[src/rtl/sync_fifo_pkg.sv]
// Shared helpers for the flexible FIFO: pointer sizing, pointer wrap, error-flag bit positions.
package sync_fifo_pkg;

    localparam int ERR_OVERFLOW  = 0;
    localparam int ERR_UNDERFLOW = 1;
    localparam int ERR_W         = 2;

    function automatic int ptr_width(input int depth);
        return ($clog2(depth) < 1) ? 1 : $clog2(depth);
    endfunction

    // Explicit compare so non-power-of-two depths wrap at depth-1.
    function automatic int ptr_next(input int ptr, input int depth);
        return (ptr == depth - 1) ? 0 : ptr + 1;
    endfunction

endpackage

[src/rtl/sync_fifo_flex_if.sv]
// Producer/consumer-facing bundle for sync_fifo_flex; master drives requests, slave is the FIFO.
interface sync_fifo_flex_if #(
    parameter int DEPTH = 16,
    parameter int WIDTH = 32
);
    localparam int CW = $clog2(DEPTH + 1);

    logic             flush;
    logic             clr_err;
    logic             wr_en;
    logic [WIDTH-1:0] wr_data;
    logic             wr_valid;
    logic             rd_en;
    logic             rd_valid;
    logic [WIDTH-1:0] rd_data;
    logic [CW-1:0]    count;
    logic [CW-1:0]    max_count;
    logic             full;
    logic             empty;
    logic             almost_full;
    logic             almost_empty;
    logic             overflow;
    logic             underflow;

    modport master (
        output flush, clr_err, wr_en, wr_data, rd_en,
        input  wr_valid, rd_valid, rd_data, count, max_count,
               full, empty, almost_full, almost_empty, overflow, underflow
    );

    modport slave (
        input  flush, clr_err, wr_en, wr_data, rd_en,
        output wr_valid, rd_valid, rd_data, count, max_count,
               full, empty, almost_full, almost_empty, overflow, underflow
    );
endinterface

[src/rtl/sync_fifo_ptr.sv]
// FIFO ring pointer: increments on enable with wrap at DEPTH-1, synchronous clear.
// Latency: new value visible the cycle after inc_i; clear has priority over increment.
module sync_fifo_ptr
    import sync_fifo_pkg::*;
#(
    parameter int DEPTH = 16,
    parameter int PW    = ptr_width(DEPTH)
) (
    input  logic          clock,
    input  logic          rstn,
    input  logic          clr_i,
    input  logic          inc_i,
    output logic [PW-1:0] ptr_o
);
    logic [PW-1:0] ptr_q, ptr_d;

    always_comb begin
        ptr_d = ptr_q;
        if (clr_i)
            ptr_d = '0;
        else if (inc_i)
            ptr_d = PW'(ptr_next(int'(ptr_q), DEPTH));
    end

    always_ff @(posedge clock or negedge rstn) begin
        if (!rstn) ptr_q <= '0;
        else       ptr_q <= ptr_d;
    end

    assign ptr_o = ptr_q;
endmodule

[src/rtl/sync_fifo_flex.sv]
// Parametrised show-ahead synchronous FIFO with registered count, margins, watermark and sticky errors.
// Latency: written word visible on rd_data one edge later; accept strobes are combinational.
module sync_fifo_flex
    import sync_fifo_pkg::*;
#(
    parameter int DEPTH     = 16,
    parameter int WIDTH     = 32,
    parameter int AF_MARGIN = 3,
    parameter int AE_MARGIN = 1
) (
    input  logic             clock,
    input  logic             rstn,
    sync_fifo_flex_if.slave  bus
);
    localparam int CW = $clog2(DEPTH + 1);
    localparam int PW = ptr_width(DEPTH);

    logic [WIDTH-1:0] mem_q [DEPTH];
    logic [PW-1:0]    head, tail;
    logic [CW-1:0]    count_q, count_d, max_q, max_d;
    logic [ERR_W-1:0] err_q, err_d;
    logic             full, empty, wr_acc, rd_acc;

    assign full   = (count_q == CW'(DEPTH));
    assign empty  = (count_q == '0);
    // A read frees a slot in the same cycle, so a full FIFO still takes a write alongside a pop.
    assign wr_acc = bus.wr_en & ~bus.flush & (~full | bus.rd_en);
    assign rd_acc = bus.rd_en & ~bus.flush & ~empty;

    sync_fifo_ptr #(.DEPTH(DEPTH), .PW(PW)) u_head (
        .clock (clock), .rstn (rstn), .clr_i (bus.flush), .inc_i (rd_acc), .ptr_o (head)
    );

    sync_fifo_ptr #(.DEPTH(DEPTH), .PW(PW)) u_tail (
        .clock (clock), .rstn (rstn), .clr_i (bus.flush), .inc_i (wr_acc), .ptr_o (tail)
    );

    always_ff @(posedge clock) begin
        if (wr_acc) mem_q[tail] <= bus.wr_data;
    end

    always_comb begin
        count_d = count_q + CW'(wr_acc) - CW'(rd_acc);
        max_d   = (count_d > max_q) ? count_d : max_q;
        err_d   = err_q;
        if (bus.clr_err)            err_d = '0;
        if (bus.wr_en && !wr_acc)   err_d[ERR_OVERFLOW]  = 1'b1;
        if (bus.rd_en && !rd_acc)   err_d[ERR_UNDERFLOW] = 1'b1;
        if (bus.flush) begin
            count_d = '0;
            max_d   = '0;
            err_d   = '0;
        end
    end

    always_ff @(posedge clock or negedge rstn) begin
        if (!rstn) begin
            count_q <= '0;
            max_q   <= '0;
            err_q   <= '0;
        end else begin
            count_q <= count_d;
            max_q   <= max_d;
            err_q   <= err_d;
        end
    end

    assign bus.wr_valid     = wr_acc;
    assign bus.rd_valid     = rd_acc;
    assign bus.rd_data      = empty ? '0 : mem_q[head];
    assign bus.count        = count_q;
    assign bus.max_count    = max_q;
    assign bus.full         = full;
    assign bus.empty        = empty;
    assign bus.almost_full  = (count_q >= CW'(DEPTH - AF_MARGIN));
    assign bus.almost_empty = (count_q <= CW'(AE_MARGIN));
    assign bus.overflow     = err_q[ERR_OVERFLOW];
    assign bus.underflow    = err_q[ERR_UNDERFLOW];
endmodule

[src/flat_wrapper.sv]
// flat-port wrapper written by rule: the top's interface ports become plain ports
module sync_fifo_flex_flat import sync_fifo_pkg::*;
#(
    parameter int DEPTH     = 16,
    parameter int WIDTH     = 32,
    parameter int AF_MARGIN = 3,
    parameter int AE_MARGIN = 1
)
  (clock, rstn, bus_flush, bus_clr_err, bus_wr_en, bus_wr_data, bus_rd_en, bus_wr_valid, bus_rd_valid, bus_rd_data, bus_count, bus_max_count, bus_full, bus_empty, bus_almost_full, bus_almost_empty, bus_overflow, bus_underflow);
  sync_fifo_flex_if #(.DEPTH(DEPTH), .WIDTH(WIDTH)) bus_i ();
  input  logic clock;
  input  logic rstn;
  input wire logic [$bits(bus_i.flush)-1:0] bus_flush;
  input wire logic [$bits(bus_i.clr_err)-1:0] bus_clr_err;
  input wire logic [$bits(bus_i.wr_en)-1:0] bus_wr_en;
  input wire logic [$bits(bus_i.wr_data)-1:0] bus_wr_data;
  input wire logic [$bits(bus_i.rd_en)-1:0] bus_rd_en;
  output wire logic [$bits(bus_i.wr_valid)-1:0] bus_wr_valid;
  output wire logic [$bits(bus_i.rd_valid)-1:0] bus_rd_valid;
  output wire logic [$bits(bus_i.rd_data)-1:0] bus_rd_data;
  output wire logic [$bits(bus_i.count)-1:0] bus_count;
  output wire logic [$bits(bus_i.max_count)-1:0] bus_max_count;
  output wire logic [$bits(bus_i.full)-1:0] bus_full;
  output wire logic [$bits(bus_i.empty)-1:0] bus_empty;
  output wire logic [$bits(bus_i.almost_full)-1:0] bus_almost_full;
  output wire logic [$bits(bus_i.almost_empty)-1:0] bus_almost_empty;
  output wire logic [$bits(bus_i.overflow)-1:0] bus_overflow;
  output wire logic [$bits(bus_i.underflow)-1:0] bus_underflow;
  assign bus_i.flush = bus_flush;
  assign bus_i.clr_err = bus_clr_err;
  assign bus_i.wr_en = bus_wr_en;
  assign bus_i.wr_data = bus_wr_data;
  assign bus_i.rd_en = bus_rd_en;
  assign bus_wr_valid = bus_i.wr_valid;
  assign bus_rd_valid = bus_i.rd_valid;
  assign bus_rd_data = bus_i.rd_data;
  assign bus_count = bus_i.count;
  assign bus_max_count = bus_i.max_count;
  assign bus_full = bus_i.full;
  assign bus_empty = bus_i.empty;
  assign bus_almost_full = bus_i.almost_full;
  assign bus_almost_empty = bus_i.almost_empty;
  assign bus_overflow = bus_i.overflow;
  assign bus_underflow = bus_i.underflow;
  sync_fifo_flex #(.DEPTH(DEPTH), .WIDTH(WIDTH), .AF_MARGIN(AF_MARGIN), .AE_MARGIN(AE_MARGIN)) u_core (.clock(clock), .rstn(rstn), .bus(bus_i));
endmodule
[config.mk]
export PLATFORM = sky130hd
export DESIGN_NAME = sync_fifo_flex_flat
export DESIGN_NICKNAME = d
export VERILOG_FILES = /design/src/rtl/sync_fifo_pkg.sv /design/src/rtl/sync_fifo_flex_if.sv /design/src/rtl/sync_fifo_ptr.sv /design/src/rtl/sync_fifo_flex.sv /design/src/flat_wrapper.sv
export SDC_FILE = /design/constraint.sdc
export NUM_CORES = 1
export LEC_CHECK = 0
export CORE_MARGIN = 1.5
export CORE_UTILIZATION = 40
export CTS_BUF_LIST = sky130_fd_sc_hd__clkbuf_4 sky130_fd_sc_hd__clkbuf_8 sky130_fd_sc_hd__clkbuf_16
export CTS_CLUSTER_SIZE = 25
export DETAILED_ROUTE_END_ITERATION = 16
export HOLD_SLACK_MARGIN = 0.05
export PLACE_DENSITY = 0.61
export REMOVE_ABC_BUFFERS = 1
export SETUP_SLACK_MARGIN = 0.4
export SLEW_MARGIN = 20
export SYNTH_ARGS = -nofsm -noshare
export SYNTH_HDL_FRONTEND = slang
export SYNTH_HIERARCHICAL = 1
export SYNTH_SLANG_ARGS = --single-unit
export TNS_END_PERCENT = 5
[constraint.sdc]
create_clock -name clock -period 4 [get_ports clock]
set_input_delay 0.6 -clock clock [delete_from_list [all_inputs] [get_ports clock]]
set_output_delay 0.6 -clock clock [all_outputs]
set_load 0.02 [all_outputs]
==> metrics.md, run 1 <==
| Metric | Value |
|---|---|
| Dominant synthesized flop cell | `edfxtp_1` |
| Warnings, synthesis | `6` |
| CP cell instances | `inv_2 -> ha_4 -> nand2b_4 -> nor3_4 -> buf_4 -> or2_4 -> buf_12 -> o22ai_1 -> clkdlybuf4s50_1` |
| Largest net degree at the start of global routing | `36` |
| Final setup fails | `0` |
| Skew final | `0.00888 ns` |
| # rows | `83` |
| Adder-cell share of the synthesized area | `1.30%` |
| Diode count | `0` |
| TritonCTS clock tree | `built` |
| GR met1 Demand/Resource | `24.0%` |
| Setup Crit Path Kind | `reg2out` |
| Slew HR | `49.6%` |
| Starting Density | `40.4%` |
| Crit-path slowest cell | `clkdlybuf4s50_1` |
| Tightest Pin Transition | `0.755 ns` |
| Gr busiest metal | `met2` |
| Final Wtd Congestion | `0.724` |
| Total GRT Usage | `17.4%` |
| Largest stage delay, worst path | `0.69 ns` |
| Share of post-route cells with drive strength above 1 | `28.1%` |
| Req. time, crit path | `3.40 ns` |
| Post-synthesis cell area | `20700 sq um` |
| Drt initial violations | `816` |
| Worst Path Max Fanout | `5` |
| Finished Cell Area | `24800 sq um` |
| Layout Area Growth over Synthesis | `19.9%` |
| Commonest non-fill, non-tap cell in the layout | `edfxtp_1` |
| Mux share of post-synthesis cell area | `17.2%` |
| Max_cap viols | `0` |
| Sink Count | `532` |
| Largest family of logic cells by synthesized area | `multiplexers` |
| CTS clock-pin slew for the worst setup and hold paths | `0.06 ns` |
| Crit path DAT | `3.06 ns` |
| Total number of vias | `9893` |
| Grt ovf | `0` |
| Period utilisation layout | `91.6%` |
| Cells after synthesis | `936` |
| Clk Latency, worst-skew pair | `0.59 ns` |
| Min-delay worst type | `in2async` |
| Complex-gate fraction of the synthesized area | `1.90%` |
| Minimum clock period | `3.66 ns` |
| Worst vdd ir | `0.000583 V` |
| Detailed placer's ending HPWL | `24.1 mm` |
| RSZ-0062 raised after global routing | `true` |
| Slew Viols, Final | `0` |
| First-pass GRT wire length | `67.3 mm` |
| Post-synthesis simple-gate area fraction | `1.39%` |
| Sequential share of the synthesized area | `76.6%` |
| Pre-Repair DR Iteration Count | `5` |
| Synth Register Bits | `532` |
| Lkg Pwr | `7.69 nW` |
| Final ANT Viol Nets | `0` |
| Final net count | `1164` |
| H-Tree Depth | `2` |
| Placed standard-cell area | `22900 sq um` |
| Pwr Total | `0.0142 W` |
| Number of global-route vias before repair | `10400` |
| Core Footprint | `51300 sq um` |
| WL/cell | `24.7 um` |
| Synthesized area per cell | `22.1 sq um` |
| Max clock buf depth | `3` |
| DRT Wirelength | `45.2 mm` |
| XOR/XNOR Fraction of Synth Area | `0.211%` |
| Grt met2 use | `27.8%` |
| FFs w/ async S/R, synth | `3.76%` |
| Die X | `231 um` |
| Setup_tns | `0 ns` |
| CTS buffer count | `54` |
| Post-synth EDFFs | `512` |
| CP Capture Type | `primary output` |
| GR Util met3 | `3.35%` |
| Buffers on Ports | `87` |
| Most frequent cells in the layout | `edfxtp_1, mux4_2, clkdlybuf4s50_1` |
| Initial antenna violation count | `2` |
| Run status | `finished clean` |
| Final hold vios | `0` |
| Die height | `231 um` |
| Vias/cell | `5.41` |
| Power per cell area | `570 nW/um^2` |
| Root Buffer | `clkbuf_16` |
| CP Launch Type | `flip-flop` |
| Fmax | `273 MHz` |
| Final Util | `48.4%` |
| # IOs | `88` |
| Post-synthesis cell type count | `39` |
| DR DRC count | `0` |
| Die area | `53200 sq um` |
## layout make-up
type | count | area [sq um]
Inverter | 22 | 82.6
Fill cell | 4210 | 26500
Timing Repair Buffer | 155 | 1550
Clock buffer | 61 | 1420
Clock inverter | 38 | 288
Multi-Input combinational cell | 340 | 4770
Tap cell | 680 | 851
Sequential cell | 532 | 15900
## worst paths after layout
path                                     start                 endpoint  slack (ns)  cells after the start
setup reg to reg           u_core/bus.count[3]  u_core/bus.max_count[0]        0.36                     19
hold reg to reg                u_core/err_q[0]          u_core/err_q[0]        0.52                      2
max in group asynchronous                 rstn   u_core/u_head/ptr_o[1]        3.08                      2
hold / removal                            rstn   u_core/u_head/ptr_o[0]        0.52                      2
setup / recovery           u_core/bus.count[3]           bus_rd_data[9]        0.34                      9
min in group clock             u_core/err_q[0]          u_core/err_q[0]        0.52                      2
## sequential cells by signal (all words and copies together) (netlist names)
register / count
u_core/bus.count: 5
u_core/u_head/ptr_o: 4
u_core/err_q: 2
u_core/u_tail/ptr_o: 4
u_core/mem_q: 512
u_core/bus.max_count: 5
## stage by stage
| stage | hold WS (ns) | setup slack, ns | instances |
|---|---|---|---|
| floorplan | 0.304 | -2.74 | 893 |
| global placement | 0.499 | -0.165 | 1715 |
| detailed placement | 0.512 | -0.215 | 1715 |
| CTS | 0.525 | 0.156 | 1818 |
| global route | 0.550 | 0.138 | 1828 |
| finish | 0.517 | 0.337 | 1828 |
## worst max-delay path: cells and delay by family, from the launching register on
family | cells | cell delay (ns)
adders and majority gates | 1 | 0.17
AOI/OAI and AO/OA | 1 | 0.37
buffers and inverters | 4 | 1.12
and+or+nand+nor | 3 | 0.43
DFF | 1 | 0.38
## layer usage
metal  share of wire (%)  up-vias  wire, um
met5               0.044        -        20
met4                 2.6        4      1180
met3                 5.4       72      2440
met2                  49      241     22000
met1                  43     5315     19600
li1                    -     4261         -
## cells in the mapped netlist, types with 4 or more instances
cell type	instances	share of area, %
nand2b_1	5	0.15
o22ai_1	32	0.97
buf_1	12	0.22
dfrtp_1	20	2.4
inv_1	21	0.38
clkbuf_1	11	0.20
nor2_1	25	0.45
mux4_2	128	14
a21oi_1	10	0.24
edfxtp_1	512	74
ha_1	20	1.2
nand2_1	9	0.16
mux2i_1	68	3.3
nor3_1	4	0.097
buf_2	16	0.39
o2bb2ai_1	4	0.17
## cell families (layout without fill, tap and decap cells)
group | Yosys count | in the layout
xor gates and xnor gates | 5 | 5
AOI/OAI and AO/OA | 60 | 60
and+or+nand+nor | 57 | 58
buffers and inverters | 65 | 276
adders and majority gates | 21 | 21
DFF | 532 | 532
muxes | 196 | 196
## what timing repair did
action | 4_1_cts | 5_1_grt
gates resized for setup | 2 | 18
endpoints found under the hold margin | 0 | 20
setup endpoints to repair | 37 | 37
pin swaps | 0 | 11
cloned | 1 | 0
setup buffers | 3 | 9
hold buffers | 0 | 1
## power breakdown
group | internal [W] | switching [W] | leakage, nW
combinational | 0.00147 | 0.00158 | 1.96
sequential | 0.00620 | 0.0000769 | 4.88
clock | 0.00275 | 0.00208 | 0.853
(Power assumes the default switching activity.)
==> run 2, diff against run 1 <==
Settings changed: GPL_TIMING_DRIVEN set to 0.
==> metrics.md, run 2 (same netlist as run 1, synthesis figures left out) <==
| Metric | Value |
|---|---|
| First-pass GRT wire length | `64.7 mm` |
| TritonCTS clock tree | `built` |
| Fmax | `277 MHz` |
| Crit path DAT | `3.02 ns` |
| Die X | `231 um` |
| CP cell instances | `buf_12 -> buf_12 -> mux2i_1 -> o22ai_1 -> clkdlybuf4s50_1` |
| Crit-path slowest cell | `dfrtp_4` |
| Final ANT Viol Nets | `0` |
| Tightest Pin Transition | `0.964 ns` |
| Total number of vias | `9791` |
| FF+latch area | `15900 sq um` |
| CTS buffer count | `53` |
| Minimum clock period | `3.62 ns` |
| CP Launch Type | `flip-flop` |
| Power per cell area | `558 nW/um^2` |
| Switching Fraction | `26.0%` |
| Final net count | `1162` |
| Die height | `231 um` |
| DR DRC count | `0` |
| Skew final | `0.0158 ns` |
| Min-delay worst type | `reg2reg` |
| Initial antenna violation count | `2` |
| WL/cell | `24.3 um` |
| Area of the multi-input gates | `4830 sq um` |
| Sink Count | `532` |
| P_sw | `0.00366 W` |
| H-Tree Depth | `2` |
| Layout Area Growth over Synthesis | `22.1%` |
| Max_cap viols | `0` |
| Lkg Pwr | `7.83 nW` |
| Drt initial violations | `598` |
| Number of global-route vias before repair | `10200` |
| # IOs | `88` |
| Final hold vios | `0` |
| Worst vdd ir | `0.000474 V` |
| Max clock buf depth | `3` |
| Hold WS | `0.524 ns` |
| CTS clock-pin slew for the worst setup and hold paths | `0.06 ns` |
| Period utilisation layout | `90.4%` |
| Clk Latency, worst-skew pair | `0.59 ns` |
| Core Footprint | `51300 sq um` |
| Grt ovf | `0` |
| Final setup fails | `0` |
| Combinational power share | `21.6%` |
| Run status | `finished clean` |
| Commonest non-fill, non-tap cell in the layout | `edfxtp_1` |
| Final Wtd Congestion | `0.724` |
| Most flops, register | `u_core/mem_q` |
| Vias/cell | `5.37` |
| Slew HR | `35.5%` |
| Power share of the clock group | `33.9%` |
| RSZ-0062 raised after global routing | `true` |
| Diode count | `0` |
| CP Capture Type | `primary output` |
| DRT Wirelength | `44.4 mm` |
| # rows | `83` |
| Sequential share of power | `44.4%` |
| Largest net degree at the start of global routing | `50` |
| Internal Pwr Total | `0.0104 W` |
| Fill count | `4098` |
| Largest register FFs | `512` |
| Detailed placer's ending HPWL | `26.1 mm` |
| Starting Density | `40.4%` |
| Buffers on Ports | `87` |
| Most frequent cells in the layout | `edfxtp_1, mux4_2, clkdlybuf4s50_1` |
| Setup Crit Path Kind | `reg2out` |
| Pwr Total | `0.0141 W` |
| Worst Path Max Fanout | `24` |
| Post-CTS Hold Buffers | `0` |
| Share of post-route cells with drive strength above 1 | `28.6%` |
| Root Buffer | `clkbuf_16` |
| Slew Viols, Final | `0` |
| Pre-Repair DR Iteration Count | `4` |
| Most common cell on crit path | `buf_12` |
| Total GRT Usage | `16.7%` |
| Req. time, crit path | `3.40 ns` |
| Die area | `53200 sq um` |
| Largest stage delay, worst path | `0.73 ns` |
==> run 2: changes by cell type in the layout (fill, tap and decap cells not counted), sizes merged, moves of 2 or more <==
cell | before | now
clkbuf | 61 | 70
clkinvlp | 3 | 1
clkinv | 30 | 23
buf | 68 | 64
==> run 2: layer usage <==
| metal | global-route usage [%] | vias up | share of wire [%] |
|---|---|---|---|
| met1 | 22.5 | 5204 | 43 |
| met2 | 28.1 | 235 | 50 |
| met3 | 2.78 | 79 | 4.7 |
| met4 | 5.00 | 4 | 2.1 |
| met5 | 0 | - | 0.070 |
| li1 | - | 4269 | - |
==> run 2: power groups by stage <==
stage | registers, W | logic, W | clock network [W]
final | 0.00627 | 0.00305 | 0.00479
after global routing | 0.00628 | 0.00330 | 0.00511
after CTS | 0.00626 | 0.00290 | 0.00491
after detailed placement | 0.00641 | 0.00258 | 0
after global placement | 0.00657 | 0.00249 | 0
after floorplan | 0.00654 | 0.00149 | 0
==> run 2: per-stage QoR <==
stage	instances	instance area, sq um	utilization, %	worst slack [ns]	TNS (ns)
after CTS	1815	25100	48.9	0.180	0
after global routing	1824	25300	49.3	0.245	0
after floorplan	893	20500	-	-2.74	-129.83
after detailed placement	1706	23200	45.2	-1.38	-6.95
final	1824	25300	49.3	0.384	0
after global placement	1660	22200	43.3	-5.82	-1386.41
==> run 2: worst max-delay path: cells and delay by family, from the launching register on <==
family	cells	cell delay, ns
buffers and inverters	3	1.21
flip-flops	1	0.73
AO/OA/AOI/OAI	1	0.29
multiplexers	1	0.14
==> run 2: path summary, 6_finish.rpt <==
kind / from / end / slack [ns] / cells past startpoint
worst max-delay path: u_core/u_head/ptr_o[3] / bus_rd_data[27] / 0.38 / 5
worst min-delay path: u_core/err_q[0] / u_core/err_q[0] / 0.52 / 2
worst max register to register: u_core/bus.count[3] / u_core/bus.max_count[0] / 0.41 / 19
worst min register to register: u_core/err_q[0] / u_core/err_q[0] / 0.52 / 2
max in group asynchronous: rstn / u_core/u_head/ptr_o[0] / 2.76 / 1
min in group asynchronous: rstn / u_core/bus.max_count[0] / 0.54 / 1
==> run 2: area by class of cell <==
class | count | share of cell area [%]
repair buffers | 154 | 7.73
well taps | 680 | 3.36
inverters | 22 | 0.336
flip-flops and latches | 532 | 62.8
clock inverters | 29 | 0.930
multi-input cells | 340 | 19.1
clock buffers | 67 | 5.73
==> run 2: timing repair <==
item | CTS | global route
gates resized for setup | 19 | 14
pin swaps | 5 | 15
cloned | 1 | 3
buffers inserted | 12 | 6
setup endpoints to repair | 39 | 36
==> run 3, diff against run 2 <==
Settings changed: CAP_MARGIN set to 20, CELL_PAD_IN_SITES_DETAIL_PLACEMENT set to 1, CELL_PAD_IN_SITES_GLOBAL_PLACEMENT set to 1, PLACE_DENSITY 0.61 to 0.66.
==> metrics.md, run 3 (same netlist as run 1, synthesis figures left out) <==
| Metric | Value |
|---|---|
| Run status | `finished clean` |
| Hold path depth | `1` |
| Internal Pwr Total | `0.0103 W` |
| # rows | `83` |
| P_sw | `0.00369 W` |
| Worst vdd ir | `0.000338 V` |
| Largest stage delay, worst path | `0.69 ns` |
| Buffers on Ports | `87` |
| CP Capture Type | `primary output` |
| Crit path DAT | `3.17 ns` |
| Die height | `231 um` |
| TritonCTS clock tree | `built` |
| Final net count | `1159` |
| Lkg Pwr | `7.84 nW` |
| Fill count | `4578` |
| Switching Fraction | `26.3%` |
| First-pass GRT wire length | `72.1 mm` |
| Detailed placer's ending HPWL | `29.5 mm` |
| Total GRT Usage | `18.7%` |
| Root Buffer | `clkbuf_16` |
| Worst r2r dst | `u_core/bus.max_count[0]` |
| Combinational power share | `21.8%` |
| Grt ovf | `0` |
| Power share of the clock group | `33.4%` |
| Final Wtd Congestion | `0.682` |
| Slew HR | `35.8%` |
| Pre-CTS setup slack | `-1.38 ns` |
| # IOs | `88` |
| Skew final | `0.0183 ns` |
| Layout Area Growth over Synthesis | `22.2%` |
| DRT Wirelength | `48.5 mm` |
| CP delay by family, top | `buffers and inverters` |
| Slew Viols, Final | `0` |
| Largest net degree at the start of global routing | `49` |
| CTS buffer count | `52` |
| Fmax | `265 MHz` |
| Clk Latency, worst-skew pair | `0.60 ns` |
| Power per cell area | `554 nW/um^2` |
| Reg-to-reg startpoint | `u_core/bus.count[3]` |
| Die area | `53200 sq um` |
| Tightest Pin Transition | `0.959 ns` |
| Core Footprint | `51300 sq um` |
| Die X | `231 um` |
| CTS clock-pin slew for the worst setup and hold paths | `0.06 ns` |
| CP Launch Type | `flip-flop` |
| Crit-path slowest cell | `clkdlybuf4s50_1` |
| WL/cell | `26.7 um` |
| Final setup fails | `0` |
| Pwr Total | `0.0140 W` |
| Post-CTS Hold Buffers | `0` |
| DR DRC count | `0` |
| Critical Path Stages | `9` |
| Starting Density | `40.4%` |
| H-Tree Depth | `2` |
| Most flops, register | `u_core/mem_q` |
| Min setup slack post-route | `0.227 ns` |
| Bufs and invs on worst path | `4` |
| Number of global-route vias before repair | `10900` |
| Max_cap viols | `0` |
| Sequential share of power | `44.7%` |
| Hold EP | `u_core/bus.max_count[3]` |
| CP cell instances | `inv_2 -> ha_4 -> nand2b_4 -> nor3_4 -> buf_4 -> buf_4 -> or2_4 -> o22ai_1 -> clkdlybuf4s50_1` |
| Worst Reg-to-Reg Cells | `19` |
| Most common cell on crit path | `buf_4` |
| Final ANT Viol Nets | `0` |
| Most frequent cells in the layout | `edfxtp_1, mux4_2, clkdlybuf4s50_1` |
| Initial antenna violation count | `2` |
| Finished Cell Area | `25300 sq um` |
| Total number of vias | `9982` |
| Req. time, crit path | `3.40 ns` |
| Largest register FFs | `512` |
| Drt initial violations | `678` |
| Vias/cell | `5.50` |
| Placed standard-cell area | `23300 sq um` |
| Period utilisation layout | `94.3%` |
| Worst Hold Launch | `u_core/bus.max_count[3]` |
| RSZ-0062 raised after global routing | `true` |
| Share of post-route cells with drive strength above 1 | `27.7%` |
| Hold WS | `0.523 ns` |
| Commonest non-fill, non-tap cell in the layout | `edfxtp_1` |
| Pre-Repair DR Iteration Count | `4` |
| Final hold vios | `0` |
| Reg2reg setup slack | `0.35 ns` |
| Worst Path Max Fanout | `16` |
| Min-delay worst type | `reg2reg` |
| Max clock buf depth | `3` |
| Setup Crit Path Kind | `reg2out` |
| Minimum clock period | `3.77 ns` |
| Sink Count | `532` |
[run 3: worst max path at each step]
stage / slack, ns / startpoint / end
floorplan: -2.74 / u_core/u_head/ptr_o[0] / bus_rd_data[0]
global placement: -5.87 / u_core/u_head/ptr_o[0] / bus_rd_data[18]
detailed placement: -1.38 / bus_flush / u_core/bus.max_count[0]
CTS: 0.16 / u_core/u_head/ptr_o[0] / bus_rd_data[22]
global route: 0.06 / u_core/bus.count[3] / u_core/bus.max_count[3]
finish: 0.23 / u_core/bus.count[3] / bus_rd_data[20]
[run 3: layout make-up]
| class | instances | area (sq um) | area share [%] |
|---|---|---|---|
| antenna | 1 | 2.50 | 0.00989 |
| clock buffer | 64 | 1410 | 5.57 |
| clock inverter | 25 | 213 | 0.840 |
| inverter | 22 | 85.1 | 0.336 |
| multi-input combinational | 341 | 4820 | 19.0 |
| sequential | 532 | 15900 | 62.8 |
| tap | 680 | 851 | 3.36 |
| timing repair buffer | 151 | 2040 | 8.08 |
[run 3: metrics by stage]
stage | utilization [%] | cells | TNS [ns]
final | 49.3 | 1816 | 0
after global routing | 49.3 | 1815 | 0
after CTS | 49.3 | 1814 | 0
after detailed placement | 45.5 | 1708 | -13.00
after global placement | 43.3 | 1660 | -1446.64
after floorplan | - | 893 | -129.83
[run 3: power groups by stage]
stage	registers [W]	clock network, W	logic, W
after detailed placement	0.00642	0	0.00259
after global routing	0.00628	0.00495	0.00332
final	0.00627	0.00469	0.00306
after global placement	0.00658	0	0.00252
after floorplan	0.00654	0	0.00149
after CTS	0.00627	0.00480	0.00306
[run 3: routing by layer]
metal | track usage, % | part of all wire (%)
met5 | 0 | 0.027
met1 | 24.9 | 42
met4 | 5.04 | 1.8
met2 | 32.3 | 52
met3 | 2.75 | 4.0
[run 3: repair_timing]
| action | CTS | global route |
|---|---|---|
| pin swaps | 14 | 8 |
| cloned | 4 | 0 |
| resized for setup | 33 | 6 |
| setup endpoints to repair | 40 | 37 |
| setup buffers | 13 | 1 |
